**config.mk**
```make
export PLATFORM = sky130hd
export DESIGN_NAME = calc_engine_flat
export DESIGN_NICKNAME = d
export VERILOG_FILES = /design/src/rtl/calc_if.sv /design/src/rtl/calc_engine.sv /design/src/flat_wrapper.sv
export SDC_FILE = /design/constraint.sdc
export NUM_CORES = 1
export LEC_CHECK = 0
export CAP_MARGIN = 20
export CORE_MARGIN = 5
export CORE_UTILIZATION = 35
export CTS_CLUSTER_SIZE = 24
export DETAILED_ROUTE_END_ITERATION = 10
export MAX_ROUTING_LAYER = met4
export PLACE_DENSITY = 0.51
export REMOVE_ABC_BUFFERS = 1
export SYNTH_ARGS = -nofsm -noshare
export SYNTH_HDL_FRONTEND = slang
export SYNTH_SLANG_ARGS = --single-unit
```
**constraint.sdc**
```tcl
create_clock -name clock -period 5.07 [get_ports clock]
set_input_delay 0.507 -clock clock [delete_from_list [all_inputs] [get_ports clock]]
set_output_delay 0.507 -clock clock [all_outputs]
set_load 0.03 [all_outputs]
```
**src/rtl/calc_if.sv**
```systemverilog
// ============================================================================
//  Module      : calc_if
//  Description : Keypad/display bundle between a calculator driver and
//                calc_engine.
//  Revision    : 1.0 - initial release
// ============================================================================
`default_nettype none

interface calc_if #(
    parameter int W = 8
);
    logic                key_valid;
    logic [3:0]          key;
    logic                clearEntry;
    logic signed [W-1:0] display;
    logic [1:0]          disp_src;
    logic [1:0]          state;
    logic                overflow;
    logic                zero;
    logic                entry_err;

    modport master (
        output key_valid, key, clearEntry,
        input  display, disp_src, state, overflow, zero, entry_err
    );

    modport slave (
        input  key_valid, key, clearEntry,
        output display, disp_src, state, overflow, zero, entry_err
    );
endinterface

`default_nettype wire

```
**src/rtl/calc_engine.sv**
```systemverilog
// ============================================================================
//  Module      : calc_engine
//  Description : Four-function-style keypad calculator core (add/sub, chaining,
//                repeat-equals) with decimal operand entry.
//  Revision    : 1.0 - initial release
// ============================================================================
`default_nettype none

module calc_engine #(
    parameter int W          = 8,
    parameter int MAX_DIGITS = 3
) (
    input  wire logic clock,
    input  wire logic clearAll,
    calc_if.slave     bus
);
    localparam int              CW      = $clog2(MAX_DIGITS + 1);
    localparam int              MW      = W + 4;
    localparam logic [W-1:0]    MAX_MAG = {1'b0, {(W-1){1'b1}}};

    typedef enum logic [1:0] {
        ENTER_A = 2'd0,
        OP_WAIT = 2'd1,
        ENTER_B = 2'd2,
        RESULT  = 2'd3
    } state_t;

    state_t              st_q, st_d;
    logic signed [W-1:0] a_q, a_d, b_q, b_d, r_q, r_d;
    logic                op_q, op_d;
    logic [CW-1:0]       cnt_q, cnt_d;
    logic                ovf_q, ovf_d;
    logic                err_q, err_d;

    // Digit entry datapath: works on whichever operand is being edited
    logic signed [W-1:0] w_entry;
    logic [W-1:0]        w_mag;
    logic [MW-1:0]       w_mag_ext, w_new_mag;
    logic signed [W-1:0] w_new_val;
    logic                w_digit_ok;
    logic signed [W-1:0] w_digit_val;

    assign w_entry     = (st_q == ENTER_B) ? b_q : a_q;
    assign w_mag       = w_entry[W-1] ? -w_entry : w_entry;
    assign w_mag_ext   = {4'b0000, w_mag};
    assign w_new_mag   = (w_mag_ext << 3) + (w_mag_ext << 1) + {{(MW-4){1'b0}}, bus.key};
    assign w_new_val   = w_entry[W-1] ? -w_new_mag[W-1:0] : w_new_mag[W-1:0];
    assign w_digit_ok  = (cnt_q < CW'(MAX_DIGITS)) && (w_new_mag <= {4'b0000, MAX_MAG});
    assign w_digit_val = {{(W-4){1'b0}}, bus.key};

    // Left operand is the running result when repeating equals
    logic signed [W-1:0] w_lhs, w_rhs, w_sum;
    logic                w_ovf;

    assign w_lhs = (st_q == RESULT) ? r_q : a_q;
    assign w_rhs = op_q ? -b_q : b_q;
    assign w_sum = w_lhs + w_rhs;
    assign w_ovf = (w_lhs[W-1] == w_rhs[W-1]) && (w_sum[W-1] != w_lhs[W-1]);

    logic w_is_digit, w_is_addsub, w_is_eq, w_is_neg, w_key_sub;

    assign w_is_digit  = (bus.key <= 4'd9);
    assign w_is_addsub = (bus.key == 4'hA) || (bus.key == 4'hB);
    assign w_is_eq     = (bus.key == 4'hD);
    assign w_is_neg    = (bus.key == 4'hE);
    assign w_key_sub   = (bus.key == 4'hB);

    always_ff @(posedge clock) begin
        if (clearAll) begin
            st_q  <= ENTER_A;
            a_q   <= '0;
            b_q   <= '0;
            r_q   <= '0;
            op_q  <= 1'b0;
            cnt_q <= '0;
            ovf_q <= 1'b0;
            err_q <= 1'b0;
        end else begin
            st_q  <= st_d;
            a_q   <= a_d;
            b_q   <= b_d;
            r_q   <= r_d;
            op_q  <= op_d;
            cnt_q <= cnt_d;
            ovf_q <= ovf_d;
            err_q <= err_d;
        end
    end

    always_comb begin
        st_d  = st_q;
        a_d   = a_q;
        b_d   = b_q;
        r_d   = r_q;
        op_d  = op_q;
        cnt_d = cnt_q;
        ovf_d = ovf_q;
        err_d = 1'b0;

        if (bus.clearEntry) begin
            ovf_d = 1'b0;
            cnt_d = '0;
            case (st_q)
                ENTER_A: a_d = '0;
                OP_WAIT, ENTER_B: begin
                    b_d  = '0;
                    st_d = OP_WAIT;
                end
                default: begin
                    st_d = ENTER_A;
                    a_d  = '0;
                    b_d  = '0;
                    r_d  = '0;
                    op_d = 1'b0;
                end
            endcase
        end else if (bus.key_valid) begin
            case (st_q)
                ENTER_A, ENTER_B: begin
                    if (w_is_digit) begin
                        ovf_d = 1'b0;
                        if (w_digit_ok) begin
                            cnt_d = cnt_q + CW'(1);
                            if (st_q == ENTER_A) a_d = w_new_val;
                            else                 b_d = w_new_val;
                        end else begin
                            err_d = 1'b1;
                        end
                    end else if (w_is_neg && (w_entry != '0)) begin
                        if (st_q == ENTER_A) a_d = -a_q;
                        else                 b_d = -b_q;
                    end else if (w_is_addsub) begin
                        op_d  = w_key_sub;
                        st_d  = OP_WAIT;
                        cnt_d = '0;
                        if (st_q == ENTER_B) begin
                            r_d   = w_sum;
                            a_d   = w_sum;
                            ovf_d = w_ovf;
                        end
                    end else if (w_is_eq && (st_q == ENTER_B)) begin
                        r_d   = w_sum;
                        ovf_d = w_ovf;
                        st_d  = RESULT;
                    end
                end
                OP_WAIT: begin
                    if (w_is_digit) begin
                        b_d   = w_digit_val;
                        cnt_d = CW'(1);
                        ovf_d = 1'b0;
                        st_d  = ENTER_B;
                    end else if (w_is_addsub) begin
                        op_d = w_key_sub;
                    end
                end
                default: begin
                    if (w_is_eq) begin
                        r_d   = w_sum;
                        ovf_d = w_ovf;
                    end else if (w_is_addsub) begin
                        a_d  = r_q;
                        op_d = w_key_sub;
                        st_d = OP_WAIT;
                    end else if (w_is_digit) begin
                        a_d   = w_digit_val;
                        b_d   = '0;
                        r_d   = '0;
                        cnt_d = CW'(1);
                        ovf_d = 1'b0;
                        st_d  = ENTER_A;
                    end
                end
            endcase
        end
    end

    always_comb begin
        bus.display  = a_q;
        bus.disp_src = 2'd0;
        case (st_q)
            ENTER_B: begin
                bus.display  = b_q;
                bus.disp_src = 2'd1;
            end
            RESULT: begin
                bus.display  = r_q;
                bus.disp_src = 2'd2;
            end
            default: ;
        endcase
    end

    assign bus.state     = st_q;
    assign bus.overflow  = ovf_q;
    assign bus.entry_err = err_q;
    assign bus.zero      = (bus.display == '0);

endmodule

`default_nettype wire

```
**src/flat_wrapper.sv**
```systemverilog
// flat-port wrapper written by rule: the top's interface ports become plain ports
module calc_engine_flat 
#(
    parameter int W          = 8,
    parameter int MAX_DIGITS = 3
)
  (clock, clearAll, bus_key_valid, bus_key, bus_clearEntry, bus_display, bus_disp_src, bus_state, bus_overflow, bus_zero, bus_entry_err);
  calc_if #(.W(W)) bus_i ();
  input  wire logic clock;
  input  wire logic clearAll;
  input wire logic [$bits(bus_i.key_valid)-1:0] bus_key_valid;
  input wire logic [$bits(bus_i.key)-1:0] bus_key;
  input wire logic [$bits(bus_i.clearEntry)-1:0] bus_clearEntry;
  output wire logic [$bits(bus_i.display)-1:0] bus_display;
  output wire logic [$bits(bus_i.disp_src)-1:0] bus_disp_src;
  output wire logic [$bits(bus_i.state)-1:0] bus_state;
  output wire logic [$bits(bus_i.overflow)-1:0] bus_overflow;
  output wire logic [$bits(bus_i.zero)-1:0] bus_zero;
  output wire logic [$bits(bus_i.entry_err)-1:0] bus_entry_err;
  assign bus_i.key_valid = bus_key_valid;
  assign bus_i.key = bus_key;
  assign bus_i.clearEntry = bus_clearEntry;
  assign bus_display = bus_i.display;
  assign bus_disp_src = bus_i.disp_src;
  assign bus_state = bus_i.state;
  assign bus_overflow = bus_i.overflow;
  assign bus_zero = bus_i.zero;
  assign bus_entry_err = bus_i.entry_err;
  calc_engine #(.W(W), .MAX_DIGITS(MAX_DIGITS)) u_core (.clock(clock), .clearAll(clearAll), .bus(bus_i));
endmodule
```
==> results of run 1 <==
==> cells in the mapped netlist (4+ instances only) <==
| master | number |
|---|---|
| o21ai_0 | 36 |
| nor2_1 | 50 |
| a22oi_1 | 12 |
| dfxtp_1 | 31 |
| xnor2_1 | 29 |
| xor2_1 | 9 |
| o211ai_1 | 4 |
| o21a_1 | 5 |
| nand3_1 | 19 |
| mux2i_1 | 7 |
| o32ai_1 | 4 |
| nand2b_1 | 12 |
| a31oi_1 | 10 |
| nor3_1 | 11 |
| nand4_1 | 4 |
| ha_1 | 31 |
| a211oi_1 | 9 |
| inv_1 | 21 |
| nor4_1 | 4 |
| or3_1 | 6 |
| a21oi_1 | 26 |
| clkbuf_1 | 22 |
| a211o_1 | 4 |
| nand2_1 | 57 |
==> metal layers <==
layer	part of all wire, %	routed length, um	up-vias	track usage (%)
li1	-	-	1850	-
met2	48	5940	133	33.1
met5	0	0	-	-
met3	5.8	730	18	2.37
met1	45	5570	1810	27.1
met4	2.0	247	0	5.29
==> registers in the layout, summed over array words and instances (netlist names) <==
signal                count
u_core.a_q                8
u_core.b_q                8
u_core.r_q                8
u_core.bus.state          2
u_core.cnt_q              2
u_core.bus.entry_err      1
u_core.bus.overflow       1
u_core.op_q               1
==> worst max path at each step <==
stage / startpoint / to / slack (ns) / depth (start not counted)
final: u_core.bus.state[0] / u_core.a_q[3] / 0.34 / 19
after CTS: u_core.bus.state[0] / u_core.a_q[7] / 0.24 / 17
after global routing: u_core.bus.state[0] / u_core.b_q[5] / 0.02 / 19
after detailed placement: u_core.bus.state[0] / u_core.a_q[3] / 0.27 / 17
after global placement: u_core.bus.state[0] / u_core.a_q[3] / 0.40 / 17
after floorplan: u_core.bus.state[0] / u_core.b_q[5] / -0.88 / 18
==> kinds of logic after synthesis <==
logic type / after synthesis / share of synthesized area (%)
buf+inv: 53 / 6.24
compound gates: 150 / 28.8
simple gates: 187 / 24.4
fa+ha+maj: 33 / 11.7
flops: 31 / 16.9
mux: 10 / 2.83
xor+xnor: 38 / 9.08
==> what timing repair did <==
action                                  4_1_cts  5_1_grt
setup buffers                                 0        3
resized for setup                             0        0
endpoints found under the setup margin        0        8
==> worst max-delay path, stage by stage (launching register included) <==
cell and delay [ns]:
dfxtp_1 0.33, inv_1 0.08, ha_1 0.28, nand2_1 0.11
o21ai_0 0.18, inv_1 0.11, ha_1 0.19, or4b_4 0.48
and3_1 0.19, xnor2_1 0.32, ha_1 0.30, ha_1 0.20
or4_1 0.51, nor4_1 0.18, o211ai_1 0.21, buf_4 0.20
a221oi_4 0.31, buf_12 0.18, nor3b_1 0.05, a31o_2 0.22
==> cell type report <==
type                    count  area [um^2]  share of cell area [%]
clock buffers               6         82.6                    2.00
clock inverters             1         5.00                   0.121
repair buffers             39          360                    8.71
multi-input cells         418         2820                    68.1
well taps                 136          170                    4.11
flip-flops and latches     31          621                    15.0
inverters                  21         78.8                    1.91
==> stage by stage <==
step	cells	hold slack, ns	setup slack, ns
floorplan	470	0.458	-0.878
global placement	642	0.477	0.405
detailed placement	642	0.478	0.273
CTS	649	0.491	0.240
global route	652	0.536	0.0188
finish	652	0.485	0.343
==> power breakdown <==
part | switching, W | internal (W) | total, W
Clock | 0.000106 | 0.000107 | 0.000213
Combinational | 0.000477 | 0.000344 | 0.000822
Sequential | 0.0000321 | 0.000261 | 0.000293
==> metrics.txt, run 1 <==
synth-to-layout area growth=12.8%; CP Max Fanout=13; # diodes=0; async set-reset flop share out of synthesis=0%; Yosys cell types=73; Hold Fails Final Rpt=0; H-tree Lvls=2; GRT Util Overall=20.5%; endpoints failing setup=0; DP Area=4010 um^2; Initial DRC Count=279; Static Leak=1.61 nW; Least-Margin Pin Slew=0.991 ns; global route overflow=0; Max-slew headroom=33.9%; Post-synth EDFFs=0; HPWL after DPL=9700 um; min Tclk post-route=4.73 ns; fin. max-slew vios=0; worst r2r dst=u_core.a_q[3]; number of buffers created by CTS=5; via/cell ratio=5.85; Syn Area/Cell=7.31 um^2; Synth area leader=dfxtp_1; WP data arrival=4.92 ns; crit share post-route=93.2%; fin area=4140 um^2; setup TNS=0 ns; cell count after synthesis=502; status=complete, no violations; R2R depth=19; clock-pin slew on the worst setup and hold paths=0.07 ns; top_reg_cell synth=dfxtp_1; CTS tree=yes; CP Launch Type=register; worst hold path class=reg2reg; hold path depth=2; area of the mapped netlist=3670 um^2; Cell Pwr Density=321 nW/um^2; Clock Tree Buf Depth=2; Core Region=10300 um^2; Max-Cap Viols=0; # IOs=23; CTS sink count=31; clk root buf=clkbuf_8; Req. time, crit path=5.27 ns; die width=112 um; initial antenna violation count=0; Yosys reg bits=31; FP Rows=37; Finished Core Util=40.2%; WS Path Type=reg2reg; Pwr Total=0.00133 W; endpoint class of the critical path=register; PortBufs=22; antenna viol nets, final=0; final net count=557; Max Fclk=212 MHz; reg2reg setup slack=0.34 ns; Hold Path End=u_core.cnt_q[1]; post-synth top area share=16.9%; Initial Utilization=35.7%; largest net degree at the start of global routing=31; Area contributors post-synth=dfxtp_1, ha_1, xnor2_1; fraction of layout instances using a drive strength above 1=7.75%; DIE HEIGHT=112 um; Via Count=3811; number of global-route vias before repair=3657; hold path startpoint=u_core.cnt_q[1]; DRT Pass-1 Iters=4; Final Skew=0.00975 ns; most frequent cells in the layout=nand2_1, nor2_1, o21ai_0; most common cell after layout, fill and taps aside=nand2_1; worst skew pair latency=0.30 ns; yosys warns=0; fillers=1099; total length of routed wires=12500 um; maximum vdd ir drop=0.121 mV; full die area=12600 um^2; cts hold-fix bufs=0; post-synthesis sequential area ratio=16.9%; first-pass GRT wire length=20100 um; Avg WL per Cell=19.2 um; drt drc=0; reg2reg start=u_core.bus.state[0]; Final Wtd Congestion=0.917; unrepaired setup endpoints after global routing=no
(Power assumes the default switching activity.)
==> run 2: changes to the inputs <==
--- a/config.mk
+++ b/config.mk
@@ -16,3 +16,4 @@
 export SYNTH_ARGS = -nofsm -noshare
 export SYNTH_HDL_FRONTEND = slang
 export SYNTH_SLANG_ARGS = --single-unit
+export TNS_END_PERCENT = 1
==> constraint.sdc (replaced) <==
create_clock -name clock -period 5.07 [get_ports clock]
set_input_delay 0.507 -clock clock [delete_from_list [all_inputs] [get_ports clock]]
set_output_delay 0.507 -clock clock [all_outputs]
set_load 0.005 [all_outputs]
==> run 2 against run 1 <==
Against the previous run: register-to-register slack better by 0.10 ns; sequential power about the same; clock-buffer cell count stayed put; largest power group unchanged; non-clock buffer count decreased by 2; utilization up 0.38 points; combinational power decreased by 7.1%; sequential share of layout area is 0.14 points lower; critical endpoint is now u_core.b_q[6]; wire length about the same.
==> metrics.txt, run 2 (synthesis gave the netlist of run 1 again) <==
fraction of power spent switching nets=43.8% (-2.6 points); first-pass GRT wire length=20000 um (-0.45%); worst hold path class=reg2reg; # IOs=23 (unchanged); final worst setup slack=0.444 ns (+0.101 ns); fraction of layout instances using a drive strength above 1=8.16% (+0.40 points); Avg WL per Cell=19.2 um (+0.19%); antenna viol nets, final=0 (unchanged); crit share post-route=91.3% (-2.0 points); clock-pin slew on the worst setup and hold paths=0.08 ns (about the same); via/cell ratio=5.85 (about the same); number of global-route vias before repair=3682 (+0.68%); Non-Filler Instances=651 (-0.15%); top flop regs=u_core.a_q (8), u_core.b_q (8), u_core.r_q (8); Least-Margin Pin Slew=0.959 ns (-0.0320 ns); global route overflow=0 (unchanged); WS Path Type=reg2reg; Max-Cap Viols=0 (unchanged); H-tree Lvls=2 (unchanged); Pwr Total=0.00133 W (+0.23%); endpoints failing setup=0 (unchanged); fillers=1097 (-0.18%); clk root buf=clkbuf_8; most common cell after layout, fill and taps aside=nand2_1; Finished Core Util=40.6% (+0.38 points); PortBufs=22 (unchanged); Initial DRC Count=253 (-9.3%); Hold Fails Final Rpt=0 (unchanged); reg2reg start=u_core.bus.state[0]; largest net degree at the start of global routing=31 (unchanged); unrepaired setup endpoints after global routing=no; GRT Util Overall=20.5% (+0.046 points); DIE HEIGHT=112 um (unchanged); number of buffers created by CTS=5 (unchanged); FP Rows=37 (unchanged); Core Region=10300 um^2 (unchanged); full die area=12600 um^2 (unchanged); pre-CTS setup slack=0.252 ns (-0.0201 ns); part of the power in the clock network=20.6% (+4.6 points); Register Area=621 um^2 (unchanged); sequential share of power=22.0% (about the same); Req. time, crit path=5.28 ns (about the same); footprint of the multi-input gates=2840 um^2 (+0.71%); initial antenna violation count=0 (unchanged); most frequent cells in the layout=nand2_1, nor2_1, o21ai_0; fin area=4170 um^2 (+0.94%); Final Skew=0.0157 ns (+0.00594 ns); CP Max Fanout=15 (+2); synth-to-layout area growth=13.8%; CTS tree=yes; Initial Utilization=35.7% (unchanged); Via Count=3807 (-0.10%); drt drc=0 (unchanged); Cell Pwr Density=319 nW/um^2 (-0.70%); DP Cell Count=642 (unchanged); die width=112 um (unchanged); DP Area=4010 um^2 (unchanged); fin. max-slew vios=0 (unchanged); # diodes=0 (unchanged); endpoint class of the critical path=register; total length of routed wires=12500 um (about the same); Int Pwr=0.000748 W (+5.1%); Max-slew headroom=36.1% (+2.1 points); status=complete, no violations; Gate power share=57.4% (-4.5 points); maximum vdd ir drop=0.105 mV (-14%); cts hold-fix bufs=0 (unchanged); Worst Setup SP=u_core.bus.state[0]; Static Leak=1.63 nW (+1.4%); min Tclk post-route=4.63 ns (-0.101 ns); HPWL after DPL=9730 um (+0.32%); Final Wtd Congestion=0.910 (-0.70%); final net count=555 (-0.36%); DRT Pass-1 Iters=5 (+1); WP data arrival=4.83 ns (-0.09 ns); CTS sink count=31 (unchanged); hold path startpoint=u_core.cnt_q[1]; Sw Pwr=0.000582 W (-5.4%); CP Launch Type=register; Max Fclk=216 MHz (+2.2%); worst skew pair latency=0.30 ns (about the same); Clock Tree Buf Depth=2 (unchanged)
[run 2: area by class of cell]
cell class,instances,share of cell area [%]
timing repair buffer,37,8.36
multi-input combinational,418,68.0
clock buffer,6,1.98
inverter,21,1.89
sequential,31,14.9
tap,136,4.08
clock inverter,2,0.839
[run 2: worst max-delay path, cell delays in order (launching register included)]
cell      delay, ns
dfxtp_1        0.34
inv_1          0.08
ha_1           0.27
nand2_1        0.10
o21ai_0        0.18
inv_1          0.11
ha_1           0.19
or4b_4         0.48
a22oi_1        0.20
nor2_1         0.09
xnor2_2        0.18
ha_1           0.27
ha_1           0.19
or4_1          0.50
nor4_1         0.19
o211ai_1       0.29
a211oi_2       0.28
buf_6          0.19
o21ai_0        0.10
a221oi_1       0.30
[run 2: final timing paths]
path | end | slack (ns) | depth (start not counted)
worst max-delay path | u_core.b_q[6] | 0.44 | 19
worst min-delay path | u_core.cnt_q[1] | 0.49 | 2
worst max register to register | u_core.b_q[6] | 0.44 | 19
worst min register to register | u_core.cnt_q[1] | 0.49 | 2
[run 2: power groups by stage]
stage,clock [W],combinational [W],sequential [W]
floorplan,0,0.000522,0.000289
global placement,0,0.000740,0.000298
detailed placement,0,0.000743,0.000298
CTS,0.000276,0.000747,0.000293
global route,0.000288,0.000847,0.000296
finish,0.000274,0.000764,0.000293
[run 2: through the flow]
stage	TNS [ns]	hold WS [ns]
global route	0	0.505
global placement	0	0.477
CTS	0	0.490
floorplan	-3.26	0.458
finish	0	0.487
detailed placement	0	0.478
[run 2: layer usage]
| metal | wire, um | track usage [%] | vias up |
|---|---|---|---|
| met4 | 361 | 6.41 | 0 |
| met2 | 5750 | 33.0 | 109 |
| met5 | 0 | - | - |
| met3 | 495 | 2.16 | 27 |
| met1 | 5890 | 27.1 | 1817 |
| li1 | - | - | 1854 |
[run 2: timing repair]
| item | 4_1_cts | 5_1_grt |
|---|---|---|
| buffers inserted | 0 | 1 |
| resized for setup | 0 | 4 |
| endpoints found under the setup margin | 0 | 11 |
==> run 3: changes to the inputs <==
--- a/config.mk
+++ b/config.mk
@@ -5,11 +5,11 @@
 export SDC_FILE = /design/constraint.sdc
 export NUM_CORES = 1
 export LEC_CHECK = 0
-export CAP_MARGIN = 20
 export CORE_MARGIN = 5
 export CORE_UTILIZATION = 35
 export CTS_CLUSTER_SIZE = 24
 export DETAILED_ROUTE_END_ITERATION = 10
+export GPL_ROUTABILITY_DRIVEN = 0
 export MAX_ROUTING_LAYER = met4
 export PLACE_DENSITY = 0.51
 export REMOVE_ABC_BUFFERS = 1
==> constraint.sdc (replaced) <==
create_clock -name clock -period 5.07 [get_ports clock]
set_input_delay 0.507 -clock clock [delete_from_list [all_inputs] [get_ports clock]]
set_output_delay 0.507 -clock clock [all_outputs]
set_load 0.01 [all_outputs]
==> results of run 3 <==
Same layout as run 2 (identical final DEF). Status: complete, no violations.
Among the figures that moved: total power 0.00133 W -> 0.00134 W; worst IR drop on VDD 0.105 mV -> 0.111 mV
